### src/rtl/f_pkg.sv
// rtl/f_pkg.sv - shared width constant and FSM state type for the squared-sum block
package f_pkg;

  localparam int F_WIDTH = 32;

  typedef enum logic [1:0] {
    IDLE = 2'd0,
    SUM  = 2'd1,
    MUL  = 2'd2
  } f_state_t;

endpackage

### src/rtl/f_seq_mul.sv
// rtl/f_seq_mul.sv - shift-add squarer datapath: one multiplier bit per cycle, LSB first
module f_seq_mul
  import f_pkg::*;
#(
  parameter int WIDTH = F_WIDTH
) (
  input  logic             clk,
  input  logic             reset,
  input  logic             load,
  input  logic [WIDTH-1:0] opa,
  input  logic [WIDTH-1:0] opb,
  output logic             busy,
  output logic             finish,
  output logic [WIDTH-1:0] product
);

  localparam int CW = (WIDTH > 1) ? $clog2(WIDTH) : 1;

  logic [WIDTH-1:0] mcand;
  logic [WIDTH-1:0] mplier;
  logic [WIDTH-1:0] acc;
  logic [WIDTH-1:0] addend;
  logic [WIDTH-1:0] sum;
  logic [CW-1:0]    cnt;

  // The wrapped sum feeds both multiplicand and multiplier, so the result is a square.
  assign sum     = opa + opb;
  assign addend  = mplier[0] ? mcand : '0;
  // product is the accumulator including the current iteration's partial product,
  // so the final value is available on the same edge as the last step.
  assign product = acc + addend;
  assign finish  = busy && (cnt == CW'(WIDTH - 1));

  // Load operands on request, then step one multiplier bit per cycle until the last bit.
  always_ff @(posedge clk) begin
    if (!reset) begin
      mcand  <= '0;
      mplier <= '0;
      acc    <= '0;
      cnt    <= '0;
      busy   <= 1'b0;
    end else if (load) begin
      mcand  <= sum;
      mplier <= sum;
      acc    <= '0;
      cnt    <= '0;
      busy   <= 1'b1;
    end else if (busy) begin
      acc    <= product;
      mcand  <= mcand << 1;
      mplier <= mplier >> 1;
      cnt    <= cnt + CW'(1);
      if (finish) begin
        busy <= 1'b0;
      end
    end
  end

endmodule

### src/rtl/blk_7b0fd9.sv
// rtl/blk_7b0fd9.sv - registered (a+b)^2 mod 2^WIDTH with fixed WIDTH+1 cycle latency
module blk_7b0fd9
  import f_pkg::*;
#(
  parameter int WIDTH = F_WIDTH
) (
  input  logic             clk,
  input  logic             reset,
  input  logic             start,
  input  logic [WIDTH-1:0] a,
  input  logic [WIDTH-1:0] b,
  output logic [WIDTH-1:0] result,
  output logic             done
);

  f_state_t         state;
  f_state_t         state_nxt;
  logic [WIDTH-1:0] opa;
  logic [WIDTH-1:0] opb;
  logic             accept;
  logic             load;
  logic             complete;
  logic             mul_busy;
  logic             mul_finish;
  logic [WIDTH-1:0] mul_product;

  f_seq_mul #(
    .WIDTH (WIDTH)
  ) u_mul (
    .clk     (clk),
    .reset   (reset),
    .load    (load),
    .opa     (opa),
    .opb     (opb),
    .busy    (mul_busy),
    .finish  (mul_finish),
    .product (mul_product)
  );

  // State register; reset wins over any start on the same edge.
  always_ff @(posedge clk) begin
    if (!reset) begin
      state <= IDLE;
    end else begin
      state <= state_nxt;
    end
  end

  // Next-state and control strobes; start is only looked at in IDLE.
  always_comb begin
    state_nxt = state;
    accept    = 1'b0;
    load      = 1'b0;
    complete  = 1'b0;
    case (state)
      IDLE: begin
        if (start) begin
          accept    = 1'b1;
          state_nxt = SUM;
        end
      end
      SUM: begin
        load      = 1'b1;
        state_nxt = MUL;
      end
      MUL: begin
        if (mul_busy && mul_finish) begin
          complete  = 1'b1;
          state_nxt = IDLE;
        end
      end
      default: begin
        state_nxt = IDLE;
      end
    endcase
  end

  // Operand capture and output registers; result only changes when a new square lands.
  always_ff @(posedge clk) begin
    if (!reset) begin
      opa    <= '0;
      opb    <= '0;
      result <= '0;
      done   <= 1'b0;
    end else begin
      if (accept) begin
        opa  <= a;
        opb  <= b;
        done <= 1'b0;
      end
      if (complete) begin
        result <= mul_product;
        done   <= 1'b1;
      end
    end
  end

endmodule

### config.mk
export PLATFORM = sky130hd
export DESIGN_NAME = blk_7b0fd9
export DESIGN_NICKNAME = d
export VERILOG_FILES = /design/src/rtl/f_pkg.sv /design/src/rtl/f_seq_mul.sv /design/src/rtl/blk_7b0fd9.sv
export SDC_FILE = /design/constraint.sdc
export NUM_CORES = 1
export LEC_CHECK = 0
export BUFFER_PORTS_ARGS = -buffer_cell sky130_fd_sc_hd__buf_2
export CORE_ASPECT_RATIO = 1.1
export CORE_MARGIN = 10
export CORE_UTILIZATION = 54
export CTS_BUF_LIST = sky130_fd_sc_hd__clkbuf_8
export DETAILED_ROUTE_END_ITERATION = 10
export PLACE_DENSITY = 0.76
export SETUP_SLACK_MARGIN = 0.5
export SYNTH_ARGS = -nofsm -noshare
export SYNTH_HDL_FRONTEND = slang
export SYNTH_SLANG_ARGS = --single-unit
### constraint.sdc
create_clock -name clk -period 3.4 [get_ports clk]
set_clock_uncertainty 0.05 [all_clocks]
set_input_delay 0 -clock clk [delete_from_list [all_inputs] [get_ports clk]]
set_output_delay 0 -clock clk [all_outputs]
set_load 0.02 [all_outputs]
==> run metrics, run 1 <==
CP startpoint=u_mul.mplier[0]; Std-Cell Rows=54; class of the worst hold path=in -> reg; cell types occupying the most area after synthesis=sky130_fd_sc_hd__dfxtp_1 37%, sky130_fd_sc_hd__a21oi_1 8.6%, sky130_fd_sc_hd__nand2_1 7.8%; growth of design area from synthesis to finish=24.9%; antenna-violating nets left=0; post-layout minimum cycle time=2890 ps; leakage=5.63 nW; routed length per placed instance=16.4 microns; GRT Total Usage=20.6%; total number of nets in the final design=1,607; average size of a mapped cell=8.21 sq um; post-route setup slack=507 ps; net count of the mapped netlist=1,458; RSZ-0062 raised after global routing=true; via count of the first global-routing pass=9,683; post-synthesis share of cell area spent on xor and xnor gates=3.78%; initial antenna violation count=0; fraction of the mapped netlist area in adder cells=7.73%; first-pass iteration count of the detailed router=5; cell count after synthesis=1,325; relative contribution of combinational cells to total power=13.6%; Via density=5.76; total number of vias=10,000; predominant post-synthesis flop cell=sky130_fd_sc_hd__dfxtp_1; setup slack, reg-to-reg=510 ps; count of pins over their slew limit=0; Initial Utilization=55.0%; Data arrival, critical path=3290 ps; Clk Latency, worst-skew pair=520 ps; total count of hold-check failures in the final report=0; Reg clk slew, reported paths=60 ps; top library cells by usage in the layout, fill and taps aside=224 x sky130_fd_sc_hd__nand2_1, 197 x sky130_fd_sc_hd__dfxtp_1, 177 x sky130_fd_sc_hd__a21oi_1; fraction of final layout cells with drive strength greater than 1=18.9%; net switching power figure=0.00146 W; number of distinct library cell variants in the gate-level netlist after synthesis=70; endpoints failing setup=0; violation count after the first detailed-route iteration=529; reg2reg start=u_mul.mplier[0]; overflow left after global routing=0; Clock Sinks=201; number of synthesized register bits=201; root buf cell=sky130_fd_sc_hd__clkbuf_8; Total Neg Setup Slack=0 ps; compound-cell area share of the yosys netlist=22.8%; last element of the critical path=u_mul.acc[24]; number of enable flip-flop cells after synthesis=0; FFs w/ async S/R, synth=0%; post-synthesis mux area share=6.55%; boundary pin count=100; area of the mapped netlist=10,900 sq um; simple-gate share of the synthesized area=18.8%; core footprint=19,800 sq um; Yosys warning count=0; final critical-path share of the clock period=85.1%; largest driver fanout on the critical path=8; largest net degree at the start of global routing=115; global-route wire length before repair=46.7 mm; result of the run=completed; GPL Wtd Cong=0.899; cell taking the most area after synthesis=sky130_fd_sc_hd__dfxtp_1; slew at the pin closest to its max-slew limit=866 ps; CTS Buf Count=34; maxcap violations=0; Slew Limit Headroom=42.3%; internal cell power=0.00412 W; Routed Wire Length=28.6 mm; maximum buffer depth of the clock tree=3; critical path required time=3790 ps; commonest non-fill, non-tap cell in the layout=sky130_fd_sc_hd__nand2_1; proportion of total power due to net switching=26.2%; upper clock frequency limit=346 MHz; register area share after synthesis=37.0%; total power per unit cell area=411 nW/um^2; clock tree from TritonCTS=done; detailed-placement wirelength estimate=18.6 mm; Crit Reg-Reg Endpoint=u_mul.acc[24]; Die Wd=155 microns; cells on worst reg2reg path=11; path type of the worst setup path=reg -> reg; number of diodes added for antenna fixing=0; count of input and output buffers=99; Clock power frac=40.5%; dominant combinational cell family by area after synthesis=compound AO/OA/AOI/OAI gates; startpoint type of the worst setup path=flip-flop; Placement Setup Slack=194 ps; type of destination of the critical path=flip-flop; overall die height=169 microns; Die Outline Area=26,200 sq um; Flop pwr share=46.0%; post-synth top area share=37.0%; Clock H-tree levels=2; # DRC=0; maximum VDD drop=0.000319 V
critical path, cell delays in order, from the launching register on:
cell,delay (ps)
sky130_fd_sc_hd__dfxtp_4,380
sky130_fd_sc_hd__and2_4,160
sky130_fd_sc_hd__ha_4,150
sky130_fd_sc_hd__fa_2,210
sky130_fd_sc_hd__a21o_1,140
sky130_fd_sc_hd__nand4_1,180
sky130_fd_sc_hd__a211oi_4,430
sky130_fd_sc_hd__nor2_4,90
sky130_fd_sc_hd__o221ai_4,200
sky130_fd_sc_hd__a31oi_2,130
sky130_fd_sc_hd__or4b_2,610
sky130_fd_sc_hd__nand3_1,80
flip-flops by register name, indices dropped and copies added (netlist names):
| register | flops |
|---|---|
| opa | 32 |
| u_mul.cnt | 5 |
| opb | 32 |
| result | 32 |
| done | 1 |
| u_mul.mplier | 32 |
| u_mul.busy | 1 |
| state | 2 |
| u_mul.acc | 32 |
| u_mul.mcand | 32 |
power by group through the flow:
| stage | registers [W] | logic (W) | clock network (W) |
|---|---|---|---|
| after CTS | 0.00256 | 0.000722 | 0.00230 |
| final | 0.00257 | 0.000757 | 0.00226 |
| after floorplan | 0.00258 | 0.000505 | 0 |
| after global placement | 0.00261 | 0.000638 | 0 |
| after detailed placement | 0.00261 | 0.000654 | 0 |
| after global routing | 0.00258 | 0.000839 | 0.00240 |
metrics by stage:
step	std cells	area (sq um)	utilization, %	hold slack (ps)	power, W
final	1743	13600	68.7	75.6	0.00558
after global routing	1743	13600	68.7	134	0.00582
after CTS	1730	13000	65.8	59.9	0.00558
after detailed placement	1608	11500	58.2	195	0.00326
after global placement	1608	11500	58.2	192	0.00324
after floorplan	1325	10900	-	86.0	0.00309
cells by family (layout without fill, tap and decap cells):
group,Yosys count,in the layout
fa+ha+maj,66,66
xor+xnor,47,47
mux,70,70
compound gates,402,402
flops,201,201
simple gates,441,441
buf+inv,98,264
what timing repair did:
action	4_1_cts	5_1_grt
buffers inserted	5	13
hold endpoints to repair	64	0
gates resized for setup	33	85
pin swaps	13	27
setup endpoints to repair	38	50
hold buffers	64	0
cells in the mapped netlist, types with 23 or more instances:
library cell               count
sky130_fd_sc_hd__a211oi_1     23
sky130_fd_sc_hd__a21o_1       41
sky130_fd_sc_hd__a21oi_1     187
sky130_fd_sc_hd__and2_1       35
sky130_fd_sc_hd__clkbuf_1     63
sky130_fd_sc_hd__dfxtp_1     201
sky130_fd_sc_hd__ha_1         64
sky130_fd_sc_hd__mux2i_1      60
sky130_fd_sc_hd__nand2_1     226
sky130_fd_sc_hd__nand3_1      27
sky130_fd_sc_hd__nor2_1       67
sky130_fd_sc_hd__o21ai_0      60
sky130_fd_sc_hd__xnor2_1      33
routing by layer:
layer	share of wire [%]	global-route usage [%]
met2	46	33.5
met4	1.9	5.86
met5	0	0
met3	5.9	4.13
met1	46	27.0
worst min path at each step:
stage                      from      end  slack, ps  depth (start not counted)
after floorplan            b[0]   opb[0]         90                          2
after CTS                 start  opb[31]         60                          4
after global routing      start  opa[22]        130                          4
final                     start  opa[20]         80                          4
after detailed placement  b[30]  opb[30]        200                          3
after global placement    a[14]  opa[14]        190                          3
area by class of cell:
| class | instances | area [sq um] |
|---|---|---|
| Tap cell | 252 | 315 |
| Multi-Input combinational cell | 1026 | 7080 |
| Clock inverter | 12 | 133 |
| Clock buffer | 41 | 564 |
| Fill cell | 1523 | 6200 |
| Sequential cell | 201 | 4030 |
| Timing Repair Buffer | 195 | 1410 |
| Inverter | 16 | 60.1 |
Note: power is estimated with default switching activity, not from simulation.
==> run 2: changes to the inputs <==
--- a/config.mk
+++ b/config.mk
@@ -6,12 +6,14 @@
 export NUM_CORES = 1
 export LEC_CHECK = 0
 export BUFFER_PORTS_ARGS = -buffer_cell sky130_fd_sc_hd__buf_2
+export CELL_PAD_IN_SITES_DETAIL_PLACEMENT = 1
+export CELL_PAD_IN_SITES_GLOBAL_PLACEMENT = 1
 export CORE_ASPECT_RATIO = 1.1
 export CORE_MARGIN = 10
-export CORE_UTILIZATION = 54
+export CORE_UTILIZATION = 47
 export CTS_BUF_LIST = sky130_fd_sc_hd__clkbuf_8
 export DETAILED_ROUTE_END_ITERATION = 10
-export PLACE_DENSITY = 0.76
+export PLACE_DENSITY = 0.85
 export SETUP_SLACK_MARGIN = 0.5
 export SYNTH_ARGS = -nofsm -noshare
 export SYNTH_HDL_FRONTEND = slang
==> run 2 against run 1 <==
Against the previous run: flip-flop and latch count did not move; via count rose by 4.3%; critical path depth rose by 1; setup slack got worse by 110 ps; clock-buffer cell count rose by 3; cell area rose by 1.2%; routed wire length rose by 27%; register-to-register slack got worse by 110 ps; combinational power rose by 5.0%; worst hold slack improved by 29 ps; critical path type unchanged; highest routed layer unchanged.
==> run metrics, run 2 (synthesis gave the netlist of run 1 again) <==
result of the run=completed; critical path required time=3810 ps (+20 ps); fraction of final layout cells with drive strength greater than 1=20.0% (+1.1 points); Clk Latency, worst-skew pair=520 ps (about the same); total number of nets in the final design=1,619 (+0.75%); Clock Sinks=201 (unchanged); slew at the pin closest to its max-slew limit=940 ps (+74.6 ps); class of the worst hold path=in -> reg; endpoints failing setup=0 (unchanged); upper clock frequency limit=333 MHz (-3.7%); leakage=5.74 nW (+2.0%); Inst Count DP=1,659 (+3.2%); Reg clk slew, reported paths=60 ps (about the same); GR met1 Demand/Resource=28.4% (+1.4 points); total number of vias=10,500 (+4.3%); detailed-placement wirelength estimate=22.0 mm (+18%); top library cells by usage in the layout, fill and taps aside=224 x sky130_fd_sc_hd__nand2_1, 197 x sky130_fd_sc_hd__dfxtp_1, 176 x sky130_fd_sc_hd__a21oi_1; largest driver fanout on the critical path=8 (unchanged); largest net degree at the start of global routing=121 (+5.2%); core footprint=22,900 sq um (+15%); overflow left after global routing=0 (unchanged); routed length per placed instance=20.0 microns (+22%); maxcap violations=0 (unchanged); root buf cell=sky130_fd_sc_hd__clkbuf_8; count of pins over their slew limit=0 (unchanged); clock tree from TritonCTS=done; commonest non-fill, non-tap cell in the layout=sky130_fd_sc_hd__nand2_1; via count of the first global-routing pass=10,800 (+11%); startpoint type of the worst setup path=flip-flop; path type of the worst setup path=reg -> reg; Slew Limit Headroom=37.2% (-5.1 points); antenna-violating nets left=0 (unchanged); GRT Total Usage=22.4% (+1.9 points); global routing usage on met2=38.3% (+4.8 points); final critical-path share of the clock period=88.4% (+3.3 points); maximum VDD drop=0.000268 V (-16%); total power per unit cell area=425 nW/um^2 (+3.5%); maximum buffer depth of the clock tree=3 (unchanged); RSZ-0062 raised after global routing=true; Placement Setup Slack=72.9 ps (-121 ps); boundary pin count=100 (unchanged); final cell count without fillers=1,810 (+3.8%); Std-Cell Rows=58 (+7.4%); Clock H-tree levels=2 (unchanged); Routed Wire Length=36.2 mm (+27%); violation count after the first detailed-route iteration=613 (+16%); total count of hold-check failures in the final report=0 (unchanged); most heavily used metal layer in global routing=met2; Initial Utilization=47.6% (-7.4 points); Data arrival, critical path=3420 ps (+130 ps); Die Wd=165 microns (+6.3%); GPL Wtd Cong=0.873 (-2.9%); first-pass iteration count of the detailed router=6 (+1); met3 demand-to-capacity share in global routing=3.54% (-0.59 points); global-route wire length before repair=55.9 mm (+20%); growth of design area from synthesis to finish=26.5%; post-route setup slack=395 ps (-112 ps); Total Neg Setup Slack=0 ps (unchanged); # DRC=0 (unchanged); count of input and output buffers=99 (unchanged); initial antenna violation count=1 (+1); overall die height=180 microns (+6.3%); type of destination of the critical path=flip-flop; Via density=5.79 (+0.39%); Die Outline Area=29,600 sq um (+13%); CTS Buf Count=35 (+2.9%); post-layout minimum cycle time=3010 ps (+112 ps)
==> run 2: changes by cell type in the layout (fill, tap and decap cells not counted), moves of 3 or more <==
cell                       before  now
sky130_fd_sc_hd__a21oi_2        7   10
sky130_fd_sc_hd__buf_4         29   40
sky130_fd_sc_hd__o21ai_0       53   50
sky130_fd_sc_hd__o21ai_1        3    7
sky130_fd_sc_hd__ha_2           3   10
sky130_fd_sc_hd__clkbuf_8      41   44
sky130_fd_sc_hd__ha_4          17   10
sky130_fd_sc_hd__a211oi_2       0    3
==> run 2: layer usage <==
layer	vias to the layer above	wire length, microns
li1	5051	-
met2	248	18000
met1	5111	15700
met4	0	835
met3	61	1650
met5	-	0
==> run 2: path summary, 6_finish.rpt <==
check | start | end | slack, ps | depth (start not counted)
min reg2reg | result[3] | result[3] | 400 | 2
min | start | state[0] | 100 | 3
max reg2reg | u_mul.mplier[0] | u_mul.acc[24] | 390 | 12
max | u_mul.mplier[0] | u_mul.acc[24] | 390 | 12
==> run 2: stage by stage <==
stage	total power, W	utilization, %	area (sq um)	hold WS [ps]
detailed placement	0.00329	50.7	11600	197
CTS	0.00585	58.3	13300	72.8
floorplan	0.00309	-	10900	86.0
global placement	0.00326	50.7	11600	191
global route	0.00609	60.2	13800	203
finish	0.00585	60.2	13800	104
==> run 2: area by class of cell <==
cell class                      instances  area [sq um]
Clock inverter                         16           174
Clock buffer                           44           606
Fill cell                            2701          9100
Tap cell                              300           375
Multi-Input combinational cell       1026          7020
Antenna cell                            1          2.50
Inverter                               16          60.1
Timing Repair Buffer                  206          1490
Sequential cell                       201          4030
==> run 2: critical path, cell delays in order (launching register included) <==
cell and delay [ps]:
sky130_fd_sc_hd__dfxtp_4 390, sky130_fd_sc_hd__and2_4 160, sky130_fd_sc_hd__ha_4 140, sky130_fd_sc_hd__fa_2 200
sky130_fd_sc_hd__a21o_1 150, sky130_fd_sc_hd__nand4_1 200, sky130_fd_sc_hd__a211oi_4 450, sky130_fd_sc_hd__nor2_4 80
sky130_fd_sc_hd__o221ai_4 270, sky130_fd_sc_hd__buf_4 180, sky130_fd_sc_hd__a31oi_4 90, sky130_fd_sc_hd__or4b_4 510
sky130_fd_sc_hd__nand3_2 70
==> run 2: repair_timing <==
item                       in CTS  in global routing
pin swaps                      17                 27
hold endpoints to repair       74                  0
setup buffers                  12                 13
setup endpoints to repair      43                 47
gates resized for setup        53                 65
hold buffers                   65                  0
==> run 2: report_power, final <==
group          leakage [nW]  internal, W  switching [W]  total, W
clock network         0.426      0.00147        0.00101   0.00248
logic                  3.68     0.000326       0.000469  0.000795
registers              1.64      0.00248      0.0000917   0.00257
total                  5.74      0.00427        0.00157   0.00585
